`src/rtl/sketch_hash_bank.sv`:
```
// sketch_hash_bank
// Multi-row hash front end for the count-min sketch datapath. Each accepted
// key is folded into ROWS bucket indices. Mode 0 gives the legacy XOR-fold in
// every row; mode 1 rotates the key per row, XORs a row seed, then applies a
// shift-XOR mix in the second stage. Two register stages with a combinational
// ready chain, so a full pipe still streams one beat per cycle.
module sketch_hash_bank #(
  parameter int                       KEY_W    = 104,
  parameter int                       HASH_W   = 10,
  parameter int                       ROWS     = 4,
  parameter int                       ROT_STEP = 7,
  parameter logic [ROWS*HASH_W-1:0]   SEEDS    = {10'h2A5, 10'h15A, 10'h0F3, 10'h000},
  parameter int                       TAG_W    = 16
) (
  input  logic                     clock,
  input  logic                     reset_n,
  input  logic                     in_valid,
  output logic                     in_ready,
  input  logic [KEY_W-1:0]         in_key,
  input  logic                     in_mode,
  input  logic [TAG_W-1:0]         in_tag,
  output logic                     out_valid,
  input  logic                     out_ready,
  output logic [ROWS*HASH_W-1:0]   out_hash,
  output logic [TAG_W-1:0]         out_tag,
  output logic [31:0]              hash_count
);

  // Fold geometry: FULL whole chunks, then a partial chunk of REM bits that
  // is left-aligned inside its HASH_W-bit slot (PAD_W zeros below it).
  localparam int NCH    = (KEY_W + HASH_W - 1) / HASH_W;
  localparam int FULL   = KEY_W / HASH_W;
  localparam int FULL_W = FULL * HASH_W;
  localparam int EXT_W  = NCH * HASH_W;
  localparam int PAD_W  = EXT_W - KEY_W;
  localparam int HALF   = HASH_W / 2;

  // XOR-fold of a key into HASH_W bits. The key is first spread into an
  // NCH*HASH_W vector with the top partial chunk shifted up by PAD_W, so the
  // fold itself is a plain XOR over equal-width chunks. Works for REM == 0 too.
  function automatic logic [HASH_W-1:0] fold(input logic [KEY_W-1:0] x);
    logic [EXT_W-1:0]  ext;
    logic [HASH_W-1:0] acc;
    ext = '0;
    ext[FULL_W-1:0] = x[FULL_W-1:0];
    for (int b = FULL_W; b < KEY_W; b++) begin
      ext[b + PAD_W] = x[b];
    end
    acc = '0;
    for (int c = 0; c < NCH; c++) begin
      acc = acc ^ ext[c*HASH_W +: HASH_W];
    end
    return acc;
  endfunction

  // Handshake chain: a stage may load when it is empty or the stage after it
  // is moving. in_ready is purely combinational from out_ready and the valids.
  logic adv1;
  logic adv2;

  // Stage 1 state
  logic                          s1_valid_reg;
  logic                          s1_mode_reg;
  logic [TAG_W-1:0]              s1_tag_reg;
  logic [ROWS-1:0][HASH_W-1:0]   s1_hash_reg;
  logic [ROWS-1:0][HASH_W-1:0]   s1_hash_next;

  // Stage 2 state (drives the outputs directly)
  logic                          s2_valid_reg;
  logic [TAG_W-1:0]              s2_tag_reg;
  logic [ROWS-1:0][HASH_W-1:0]   s2_hash_reg;
  logic [ROWS-1:0][HASH_W-1:0]   s2_hash_next;

  logic [31:0]                   count_reg;
  logic [31:0]                   count_next;

  assign adv2     = !s2_valid_reg || out_ready;
  assign adv1     = !s1_valid_reg || adv2;
  assign in_ready = adv1;

  // Per-row stage-1 hash: rotation amount is a per-row constant, so each row
  // is just a rewiring of the key followed by its own fold.
  genvar gi;
  generate
    for (gi = 0; gi < ROWS; gi++) begin : g_row
      localparam int SH = (gi * ROT_STEP) % KEY_W;
      logic [KEY_W-1:0] rot_key;

      if (SH == 0) begin : g_norot
        assign rot_key = in_key;
      end else begin : g_rot
        assign rot_key = {in_key[KEY_W-1-SH:0], in_key[KEY_W-1:KEY_W-SH]};
      end

      assign s1_hash_next[gi] = in_mode ? (fold(rot_key) ^ SEEDS[gi*HASH_W +: HASH_W])
                                        : fold(in_key);

      // Stage-2 mix: fold the high half back onto the low bits (mode 1 only).
      assign s2_hash_next[gi] = s1_mode_reg ? (s1_hash_reg[gi] ^ (s1_hash_reg[gi] >> HALF))
                                            : s1_hash_reg[gi];
    end
  endgenerate

  // Saturating handshake counter: stops at all-ones rather than wrapping.
  assign count_next = (count_reg == 32'hFFFF_FFFF) ? count_reg : count_reg + 32'd1;

  // Stage 1 valid: follows in_valid whenever the stage is allowed to move.
  always_ff @(posedge clock or negedge reset_n) begin
    if (!reset_n) begin
      s1_valid_reg <= 1'b0;
    end else if (adv1) begin
      s1_valid_reg <= in_valid;
    end
  end

  // Stage 1 payload: captured only for a real beat so idle cycles keep it quiet.
  always_ff @(posedge clock or negedge reset_n) begin
    if (!reset_n) begin
      s1_mode_reg <= 1'b0;
      s1_tag_reg  <= '0;
      s1_hash_reg <= '0;
    end else if (adv1 && in_valid) begin
      s1_mode_reg <= in_mode;
      s1_tag_reg  <= in_tag;
      s1_hash_reg <= s1_hash_next;
    end
  end

  // Stage 2 valid: the output valid; holds while downstream stalls.
  always_ff @(posedge clock or negedge reset_n) begin
    if (!reset_n) begin
      s2_valid_reg <= 1'b0;
    end else if (adv2) begin
      s2_valid_reg <= s1_valid_reg;
    end
  end

  // Stage 2 payload: the output data; stable for as long as out_valid is held.
  always_ff @(posedge clock or negedge reset_n) begin
    if (!reset_n) begin
      s2_tag_reg  <= '0;
      s2_hash_reg <= '0;
    end else if (adv2 && s1_valid_reg) begin
      s2_tag_reg  <= s1_tag_reg;
      s2_hash_reg <= s2_hash_next;
    end
  end

  // Count every completed output handshake.
  always_ff @(posedge clock or negedge reset_n) begin
    if (!reset_n) begin
      count_reg <= '0;
    end else if (s2_valid_reg && out_ready) begin
      count_reg <= count_next;
    end
  end

  assign out_valid  = s2_valid_reg;
  assign out_hash   = s2_hash_reg;
  assign out_tag    = s2_tag_reg;
  assign hash_count = count_reg;

endmodule

```
`config.mk`:
```
export PLATFORM = sky130hd
export DESIGN_NAME = sketch_hash_bank
export DESIGN_NICKNAME = d
export VERILOG_FILES = /design/src/rtl/sketch_hash_bank.sv
export SDC_FILE = /design/constraint.sdc
export NUM_CORES = 1
export LEC_CHECK = 0
export BUFFER_PORTS_ARGS = -buffer_cell sky130_fd_sc_hd__buf_2
export CAP_MARGIN = 20
export CORE_MARGIN = 2
export CORE_UTILIZATION = 45
export CTS_CLUSTER_DIAMETER = 30
export DETAILED_ROUTE_END_ITERATION = 16
export PLACE_DENSITY = 0.74
export SYNTH_ARGS = -nofsm -noshare
export SYNTH_HDL_FRONTEND = slang
export SYNTH_SLANG_ARGS = --single-unit
```
`constraint.sdc`:
```
create_clock -name clock -period 2.2 [get_ports clock]
set_clock_uncertainty 0.2 [all_clocks]
set_input_delay 0.11 -clock clock [delete_from_list [all_inputs] [get_ports clock]]
set_output_delay 0.11 -clock clock [all_outputs]
set_load 0.02 [all_outputs]
```
* After elaboration in Yosys (flattened, before gate mapping)
Index checks and enable logic that the tools add are counted.
Storage, ports and cells: flip-flop bits (word level) 147, bits in latches 0, memory bits (writable) 0, memory bits (read-only) 0, output and inout port bits 90, logic and storage cells 79, memories 0
Cells by class: add/subtract/negate cells 1, multipliers 0, divide/modulo/power cells 0, $lt $le $gt $ge 0, equality and inequality tests 1, shift-type cells 0, mux-type cells 7, bitwise gates (word level) 48, reduce and logical (&&, ||, !) cells 8
Operator list (number):
- $xor 10x10->10 | 40
- $mux 10 | 7
- $xor 10x5->10 | 4
- $add 32x1->32 const B | 1
- $eq 32x32->1 const B | 1
- $not 5->5 | 2
- $not 6->6 | 1
- $logic_and 1x1->1 | 3
- $logic_not 1->1 | 2
- $logic_or 1x1->1 | 2
- $reduce_and 2->1 | 1
- $not 1->1 | 1

* Logic depth before layout (Yosys ltp)
Gate-level depths: netlist (run 1).
depth in word-level cells 12, depth in mapped cells 8, depth with buffers taken out 7

* Least setup slack after synthesis (run 1)
OpenSTA, ideal clock, no wires.
kind register -> register, from register count_reg[0], in the netlist hash_count[0], to register count_reg[7], in the netlist hash_count[7], setup time 0.134 ns, data arrival time 1.814 ns, required time 1.866 ns, path slack 0.053 ns, cell stages (with the launch flop) 9, buffers on the path 1, period minus slack after synthesis 2.147 ns, cells stage by stage dfrtp_1 > ha_1 > nand2_1 > nor2_1 > and2_1 > a21o_1 > buf_4 > or3_1 > xnor2_1
Between the ends: cells in the longest elaborated chain, start to end 3
Ends and longest elaborated chain:
- from (decl) | line 74 | logic [31:0] count_reg;
- from (signal assigned) | line 154 | count_reg <= count_next;
- branches (longest 3 deep; another with $add 32x1->32)
Parallel ways; which one is timed is not known. A chain may end at the register's enable or synchronous reset.

* Final worst setup path (run 1)
from register count_reg[9], in the netlist hash_count[9], to register count_reg[31], in the netlist hash_count[31]
The elaborated chain is that of the path after synthesis.

==> flow_summary.yaml, run 1 <==
route:
  wl_mm: 19.0
  dr_wl_met2_mm: 9.72
  highest_layer: "met4"
  dr.pass1.iters: 4
  vias_per_cell: 4.94
  wl_met3_mm: 1.05
  route.detailed.drc: 0
  ant_nets: 0
  drtIter0Drc: 324
  vias: 5974
  wl_per_cell_um: 15.7
  wl_met1_mm: 7.85
power:
  p_leak_nw: 4.88
  powerDensity_nw_per_um2: 1070
  irDropWorstVdd_mv: 0.540
die:
  die_x_um: 133
  io_pins: 215
  die_h_um: 133
  placementRows: 47
  core-area_um2: 16400
  die-area_um2: 17600
  initial_core_util_pct: 45.5
yosys:
  synth_area_um2: 7460
  synth_area_leaders: "dfrtp_1 49%, xnor2_1 12%, nand2_1 7.6%"
  synthSimpleGateAreaFrac_pct: 13.7
  yosys_warnings: 0
  synth_fa_ha_area_share_pct: 0.168
  ys_seq_elements: 147
  synth_fp_nets: 822
  async_flop_share_pct: 100
  synth_top_cell_by_area: "dfrtp_1"
  synthXorXnorAreaFrac_pct: 23.0
  seq_area_frac_synth_pct: 49.3
  synth_top_family_by_area: "XOR/XNOR gates"
  synth-edff-count: 0
  syn_inst: 696
  synth_compound_area_share_pct: 6.36
  ys.flop_type: "dfrtp_1"
  synth_top_area_share_pct: 49.3
  avgSynthCellArea_um2: 10.7
  yosysUniqueCellTypes: 43
  muxShareOfSynthArea_pct: 5.86
critical_path:
  critPathKind: "flop to flop"
  ff2ff_path_depth: 6
  end_kind: "flop"
  critPathLaunchType: "flop"
  arrival_ns: 2.24
  path_max_fanout: 5
  required_ns: 2.30
cells_and_area:
  post-route-util_pct: 61.0
  drive_gt1_share_pct: 33.9
  stdcell_count: 1209
  area_growth_pct: 34.1
  diodes: 0
  fillCellCount: 1387
  design_area_um2: 10000
  multi_input_area_um2: 3690
  ff_latch_area_um2: 3680
  fin_nets: 1102
sta:
  post-route-min-period_ns: 2.14
  worst_pin_slew_ns: 0.684
  slew_headroom_pct: 54.4
  hold_ws_ns: 0.0198
  fin_crit_sh_pct: 97.2
  finalSetupViolCount: 0
  hold_viol: 0
  drv_slew: 0
  fmax_ghz: 0.468
  rsz0062_at_grt: "true"
place:
  io_buffer_count: 214
  hpwl_mm: 14.3
  dpl_cell_area_um2: 8960
  place_congestion: 0.884
  dpl.cell_count: 1133
grt:
  grt_pass1_wl_mm: 30.8
  grt_max_degree: 77
  grt_overflow: 0
  antenna_found_initial: 0
  grt_pass1_vias: 5987
  track_usage_pct: 22.4
cts:
  clock_sinks: 147
  cts-htree-levels: 4
  cts_made_buffers: 17
  clkSlewWorstSetupHoldPaths_ns: 0.06
  cts.root.buffer_cell: "clkbuf_16"
  cts_tree: "done"
  clk_latency_ns: 0.42
  clk_path_buf_depth: 2
min_path:
  hp-class: "primary input to async pin"
flow_run:
  max_cap_violations: 0
run_status:
  status: "complete, no violations"
==> layout make-up <==
class | count | area share [%]
Sequential cell | 147 | 36.8
Inverter | 6 | 0.225
Clock inverter | 14 | 1.44
Timing Repair Buffer | 286 | 17.5
Tap cell | 220 | 2.75
Clock buffer | 18 | 4.39
Multi-Input combinational cell | 518 | 36.9
==> cells in the mapped netlist, types with 2 or more instances <==
cell type / instances
nand4_1: 6
nor4_1: 2
nor3_1: 10
o22a_1: 3
mux2_2: 37
dfrtp_1: 147
or2_4: 2
a31oi_1: 2
mux2i_1: 2
inv_1: 6
and2_1: 7
a211o_1: 4
o21a_1: 2
a21oi_1: 13
nor3_2: 2
nand3_1: 12
buf_1: 4
o21ai_0: 38
nand2_1: 151
nor2_1: 25
xnor2_4: 2
nand2b_1: 5
clkbuf_1: 18
a22oi_1: 6
and3_1: 2
o21ai_2: 3
xor2_1: 56
buf_2: 2
a22o_1: 2
xnor2_1: 98
nand3b_1: 3
xnor3_1: 13
==> metrics by stage <==
step	setup TNS, ns	setup WS, ns	total power [mW]
6_report	0	0.0617	10.7
2_1_floorplan	0	0.0526	6.40
4_1_cts	0	0.0696	10.8
3_3_place_gp	0	0.0490	7.75
5_1_grt	-0.0556	-0.0465	11.3
3_5_place_dp	0	0.000297	7.83
==> critical path, stage by stage, from the launching register on <==
cell and delay, ns:
dfrtp_1 0.41, nand4_4 0.13, or2_4 0.26, or2_4 0.26, a2111oi_4 0.44, nand4_1 0.16, xnor2_1 0.16
==> logic make-up (layout without fill, tap and decap cells) <==
logic type | after synthesis | in the layout
and+or+nand+nor | 232 | 232
xor gates and xnor gates | 170 | 170
DFF | 147 | 147
AOI/OAI and AO/OA | 76 | 76
muxes | 39 | 39
buffers and inverters | 31 | 324
adders and majority gates | 1 | 1
==> layout by cell type (no fill, tap or decap), types with 4 or more instances in the layout <==
cell type      Yosys  final
a22oi_1            6      6
buf_2              2    213
buf_4              1     30
xor2_1            56     56
nand3_1           12     12
nand2_1          151    149
a21oi_1           13     13
xnor3_1           13     13
inv_1              6      6
and2_1             7      6
clkinv_4           0      4
o21ai_0           38     38
nand4_1            6      6
mux2_2            37     37
xnor2_1           98     98
nor2_1            25     25
a211o_1            4      4
nand2b_1           5      5
dlygate4sd3_1      0     39
clkbuf_16          0     17
nor3_1            10      9
dfrtp_1          147    146
inv_6              0      5
==> report_power, final <==
group          switching, mW  leakage, nW  internal (mW)
Clock                   1.21        0.286           1.62
Sequential             0.580         1.82           3.51
Combinational           2.11         2.77           1.64
==> worst paths after layout <==
check | start | endpoint | slack [ns]
worst min register to register | s1_tag_reg[5]$_DFFE_PN0P_ | s1_tag_reg[5]$_DFFE_PN0P_ | 0.27
worst min-delay path | reset_n | hash_count[17]$_DFFE_PN0P_ | 0.02
max in group asynchronous | reset_n | out_hash[1]$_DFFE_PN0P_ | 1.11
worst max register to register | hash_count[9]$_DFFE_PN0P_ | hash_count[31]$_DFFE_PN0P_ | 0.06
worst max-delay path | hash_count[9]$_DFFE_PN0P_ | hash_count[31]$_DFFE_PN0P_ | 0.06
min in group clock | in_key[98] | s1_hash_reg[11]$_DFFE_PN0P_ | 0.02
==> repair_timing <==
action	in CTS	in global routing
gates resized for setup	2	5
cloned	0	0
setup buffers	0	5
pin swaps	0	5
hold endpoints to repair	188	0
setup endpoints to repair	4	6
hold buffers	39	0
==> routing by layer <==
| layer | vias to the layer above | GRT usage, % |
|---|---|---|
| li1 | 2864 | - |
| met1 | 2854 | 28.1 |
| met2 | 234 | 39.2 |
| met3 | 22 | 4.37 |
| met4 | 0 | 7.11 |
| met5 | - | 0 |
Note: power is estimated with default switching activity, not from simulation.
==> run 2: changes to the inputs <==
--- a/config.mk
+++ b/config.mk
@@ -6,12 +6,12 @@
 export NUM_CORES = 1
 export LEC_CHECK = 0
 export BUFFER_PORTS_ARGS = -buffer_cell sky130_fd_sc_hd__buf_2
-export CAP_MARGIN = 20
 export CORE_MARGIN = 2
 export CORE_UTILIZATION = 45
 export CTS_CLUSTER_DIAMETER = 30
 export DETAILED_ROUTE_END_ITERATION = 16
 export PLACE_DENSITY = 0.74
+export SETUP_SLACK_MARGIN = 0.3
 export SYNTH_ARGS = -nofsm -noshare
 export SYNTH_HDL_FRONTEND = slang
 export SYNTH_SLANG_ARGS = --single-unit
==> run 2 against run 1 <==
  * The flow now finishes with violations (setup timing)
  * Register-to-register slack worse by 0.08 ns
  * First-iteration DRC count is 8.0% higher
  * Via count is 3.7% higher
  * Wire length is 10% higher
  * Final cell count is 3.4% higher
  * Sequential cell count stayed put
  * Clock-buffer cell count stayed put
  * Die area stayed put
  * Critical path type unchanged
  * Largest power group unchanged
  * Sequential power hardly changed
  * Core utilization is 4.1 points higher
  * Worst setup slack worse by 0.079 ns
==> flow_summary.yaml, run 2 (synthesis gave the netlist of run 1 again) <==
sta:
  fin_crit_sh_pct: 101
  slew_headroom_pct: 66.9
  finalSetupTns_ns: -0.0318
  worst_pin_slew_ns: 0.497
  drv_slew: 0
  hold_ws_ns: 0.0293
  post-route-min-period_ns: 2.22
  setup_ws_ns: -0.0177
  hold_viol: 0
  fmax_ghz: 0.451
  finalSetupViolCount: 4
  rsz0062_at_grt: "true"
critical_path:
  ff2ff_path_depth: 7
  path_delay_family: "simple AND/OR/NAND/NOR gates"
  path_common_cell: "nand4_1"
  slowest_delay_ns: 0.40
  critPathLaunchType: "flop"
  critPathKind: "flop to flop"
  slowest_stage: "dfrtp_2"
  path_buf_inv: 1
  path_max_fanout: 6
  regToRegStartpoint: "hash_count[19]$_DFFE_PN0P_"
  ff2ff_setup_slack_ns: -0.02
  regToRegEndpoint: "hash_count[16]$_DFFE_PN0P_"
  arrival_ns: 2.31
  required_ns: 2.29
  end_kind: "flop"
  crit_chain: "nand4_1 > nor2_1 > nand4_1 > buf_4 > o21ai_4 > nor3_2 > xor2_1"
power:
  swShare_pct: 35.3
  p_total_mw: 11.1
  seq_power_share_pct: 36.8
  p_leak_nw: 5.21
  combPwrFrac_pct: 35.3
  powerDensity_nw_per_um2: 1040
  irDropWorstVdd_mv: 0.616
  pwr-share-clk_pct: 27.9
  p_int_mw: 7.19
  p_sw_mw: 3.92
route:
  wl_mm: 20.9
  dr.pass1.iters: 4
  vias_per_cell: 4.96
  ant_nets: 0
  wl_per_cell_um: 16.7
  drtIter0Drc: 350
  route.detailed.drc: 0
  vias: 6194
die:
  die-area_um2: 17600
  die_h_um: 133
  io_pins: 215
  initial_core_util_pct: 45.5
  core-area_um2: 16400
  die_x_um: 133
  placementRows: 47
cells_and_area:
  diodes: 0
  fin_nets: 1143
  stdcell_count: 1250
  area_growth_pct: 43.0
  final_common_cell: "buf_2"
  post-route-util_pct: 65.0
  drive_gt1_share_pct: 41.7
  final_cell_mix: "213 x buf_2, 143 x nand2_1, 130 x dfrtp_1"
min_path:
  hold_depth: 4
  hp-class: "primary input to flop"
  worst_hold_path.endpoint: "s1_hash_reg[11]$_DFFE_PN0P_"
  hp-start: "in_key[98]"
place:
  hpwl_mm: 14.0
  io_buffer_count: 214
  place_congestion: 0.903
  dpl.cell_count: 1122
run_status:
  violations: "setup timing"
  status: "finished, violations left"
grt:
  grt_pass1_wl_mm: 31.0
  grt_max_degree: 65
  track_usage_pct: 22.6
  antenna_found_initial: 0
  grt_pass1_vias: 5996
  grt_overflow: 0
cts:
  clk_latency_ns: 0.42
  cts_tree: "done"
  cts-htree-levels: 4
  clk_path_buf_depth: 2
  clock_sinks: 147
  cts_made_buffers: 17
  clkSlewWorstSetupHoldPaths_ns: 0.06
  cts.root.buffer_cell: "clkbuf_16"
flow_run:
  max_cap_violations: 0
==> run 2: per-stage QoR <==
| step | cell area [um^2] | worst slack [ns] |
|---|---|---|
| 2_1_floorplan | 7490 | 0.168 |
| 3_3_place_gp | 8910 | 0.0840 |
| 3_5_place_dp | 8910 | 0.0515 |
| 4_1_cts | 10300 | 0.159 |
| 5_1_grt | 10700 | -0.0587 |
| 6_report | 10700 | -0.0177 |
==> run 2: per-layer routing <==
metal  vias up  wire (um)  track usage, %
li1       2943          -               -
met1      2906       8000            27.5
met2       288      10600            39.4
met3        57       1430            4.52
met4         0        820            9.14
met5         -          0               0
==> run 2: how the worst max path moves through the flow <==
stage	from	to	depth (start not counted)
6_report	hash_count[19]$_DFFE_PN0P_	hash_count[16]$_DFFE_PN0P_	7
5_1_grt	hash_count[19]$_DFFE_PN0P_	hash_count[16]$_DFFE_PN0P_	7
4_1_cts	hash_count[9]$_DFFE_PN0P_	hash_count[31]$_DFFE_PN0P_	6
3_5_place_dp	in_key[27]	s1_hash_reg[17]$_DFFE_PN0P_	7
3_3_place_gp	in_key[38]	s1_hash_reg[18]$_DFFE_PN0P_	7
2_1_floorplan	hash_count[0]$_DFFE_PN0P_	hash_count[7]$_DFFE_PN0P_	8
==> run 2: area by class of cell <==
class / instances / area [um^2]
Clock buffer: 18 / 439
Sequential cell: 147 / 3700
Timing Repair Buffer: 327 / 2080
Tap cell: 220 / 275
Multi-Input combinational cell: 518 / 3950
Inverter: 6 / 22.5
Fill cell: 1288 / 5740
Clock inverter: 14 / 203
==> run 2: what timing repair did <==
item,CTS,global route
endpoints found under the setup margin,29,45
resized for setup,21,43
gates cloned,0,0
hold endpoints to repair,186,0
pin swaps,16,20
setup buffers,33,25
hold buffers,38,0
==> run 2: tightest hold or removal path: stages <==
cell     delay, ns
buf_2         0.12
xor2_1        0.08
a21oi_1       0.20
o21ai_0       0.10
==> run 2: power by group through the flow <==
stage	clock network (mW)	logic, mW	registers (mW)
after floorplan	0	1.81	4.59
after global routing	3.27	4.23	4.19
after CTS	3.15	3.86	4.07
after detailed placement	0	3.63	4.14
final	3.10	3.92	4.08
after global placement	0	3.58	4.10
==> run 3: changes to the inputs <==
==> constraint.sdc (replaced) <==
create_clock -name clock -period 1.8 [get_ports clock]
set_clock_uncertainty 0.2 [all_clocks]
set_input_delay 0.09 -clock clock [delete_from_list [all_inputs] [get_ports clock]]
set_output_delay 0.09 -clock clock [all_outputs]
set_load 0.02 [all_outputs]
==> run 3 against run 2 <==
  * The run ends with hold timing, setup timing left
  * Highest routed layer unchanged
  * Clock-buffer cell count grew 8
  * Via count grew 11%
  * Global-route usage grew 1.6 points
==> flow_summary.yaml, run 3 (synthesis gave the netlist of run 1 again) <==
place:
  hpwl_mm: 14.9
  place_congestion: 0.827
  post-place-ws_ns: -0.302
  io_buffer_count: 214
route:
  ant_nets: 0
  route.detailed.drc: 0
  vias: 6906
  vias_per_cell: 5.17
  wl_per_cell_um: 19.2
  dr.pass1.iters: 5
  wl_mm: 25.7
  drtIter0Drc: 398
power:
  p_leak_nw: 6.19
  irDropWorstVdd_mv: 0.840
  powerDensity_nw_per_um2: 1190
sta:
  finalSetupTns_ns: -13.79
  finalSetupViolCount: 84
  hold_viol: 2
  drv_slew: 0
  worst_pin_slew_ns: 0.474
  setup_ws_ns: -0.259
  hold_ws_ns: -0.108
  fin_crit_sh_pct: 114
  post-route-min-period_ns: 2.06
  fmax_ghz: 0.486
  rsz0062_at_grt: "true"
  slew_headroom_pct: 68.1
critical_path:
  ff2ff_setup_slack_ns: -0.26
  path_max_fanout: 4
  regToRegStartpoint: "hash_count[9]$_DFFE_PN0P_"
  end_kind: "flop"
  regToRegEndpoint: "hash_count[27]$_DFFE_PN0P_"
  critPathKind: "flop to flop"
  critPathLaunchType: "flop"
  arrival_ns: 2.15
  ff2ff_path_depth: 7
  required_ns: 1.89
cts:
  clk_path_buf_depth: 2
  cts_made_buffers: 17
  clkSlewWorstSetupHoldPaths_ns: 0.06
  cts.root.buffer_cell: "clkbuf_16"
  cts-htree-levels: 4
  clock_sinks: 147
  cts_tree: "done"
  clk_latency_ns: 0.42
die:
  die_x_um: 133
  initial_core_util_pct: 45.5
  core-area_um2: 16400
  die_h_um: 133
  placementRows: 47
  die-area_um2: 17600
  io_pins: 215
flow_run:
  max_cap_violations: 0
grt:
  track_usage_pct: 24.2
  grt_max_degree: 49
  grt_pass1_vias: 6398
  grt_overflow: 0
  grt_pass1_wl_mm: 33.0
  antenna_found_initial: 0
min_path:
  hp-class: "primary input to flop"
  worst_hold_path.endpoint: "out_valid$_DFFE_PN0P_"
  hp-start: "out_ready"
  hold_depth: 3
cells_and_area:
  area_growth_pct: 66.9
  final_common_cell: "buf_2"
  final_cell_mix: "206 x buf_2, 133 x dfrtp_1, 96 x buf_4"
  diodes: 0
  post-route-util_pct: 75.8
  fin_nets: 1230
  drive_gt1_share_pct: 55.6
run_status:
  status: "finished, violations left"
  violations: "hold timing, setup timing"
run 3: cell count changes in the layout (fill, tap and decap cells not counted), moves of 24 or more:
cell     previous run  this run
buf_6               7        46
nand2_1           143        92
o21ai_1             0        24
o21ai_0            38         0
nand2_2             6        36
buf_4              66        96
run 3: worst max-delay path by stage:
stage / start / end / slack (ns) / cells after the start
6_report: hash_count[9]$_DFFE_PN0P_ / hash_count[27]$_DFFE_PN0P_ / -0.26 / 7
4_1_cts: hash_count[6]$_DFFE_PN0P_ / hash_count[20]$_DFFE_PN0P_ / -0.21 / 7
3_3_place_gp: hash_count[6]$_DFFE_PN0P_ / hash_count[30]$_DFFE_PN0P_ / -0.29 / 7
5_1_grt: out_valid$_DFFE_PN0P_ / hash_count[31]$_DFFE_PN0P_ / -0.36 / 7
2_1_floorplan: hash_count[0]$_DFFE_PN0P_ / hash_count[7]$_DFFE_PN0P_ / -0.23 / 8
3_5_place_dp: hash_count[6]$_DFFE_PN0P_ / hash_count[30]$_DFFE_PN0P_ / -0.30 / 7
run 3: power by group:
part | total [mW] | internal, mW | switching, mW
Clock | 3.32 | 2.00 | 1.32
Combinational | 6.34 | 2.99 | 3.35
Sequential | 5.09 | 4.30 | 0.792
run 3: repair_timing:
| item | 4_1_cts | 5_1_grt |
|---|---|---|
| resized for setup | 67 | 216 |
| cloned | 2 | 12 |
| hold buffers | 39 | 2 |
| endpoints found under the setup margin | 100 | 191 |
| pin swaps | 28 | 77 |
| buffers inserted | 12 | 37 |
| hold endpoints to repair | 186 | 4 |
run 3: critical path, stage by stage (launching register included):
cell	delay [ns]
dfrtp_2	0.39
nand4_4	0.14
or2_4	0.27
or2_4	0.26
a2111oi_4	0.18
buf_4	0.20
nand3_1	0.12
xnor2_1	0.16
run 3: per-layer routing:
metal | vias up | track usage, % | routed length (um)
met1 | 3412 | 30.0 | 9390
li1 | 3127 | - | -
met2 | 299 | 42.4 | 13800
met5 | - | 0 | 0
met4 | 0 | 8.72 | 903
met3 | 68 | 4.41 | 1660
run 3: area by class of cell:
class	count	area, um^2
timing repair buffer	412	3190
clock inverter	6	55.1
inverter	6	25.0
fill	952	3960
clock buffer	26	489
multi-input combinational	520	4720
tap	220	275
sequential	147	3700
run 3: through the flow:
| step | area (um^2) | power (mW) | std cells |
|---|---|---|---|
| 6_report | 12400 | 14.7 | 1337 |
| 2_1_floorplan | 7850 | 8.05 | 696 |
| 4_1_cts | 11100 | 13.7 | 1288 |
| 5_1_grt | 12400 | 15.4 | 1337 |
| 3_3_place_gp | 9770 | 9.96 | 1203 |
| 3_5_place_dp | 9770 | 10.1 | 1203 |
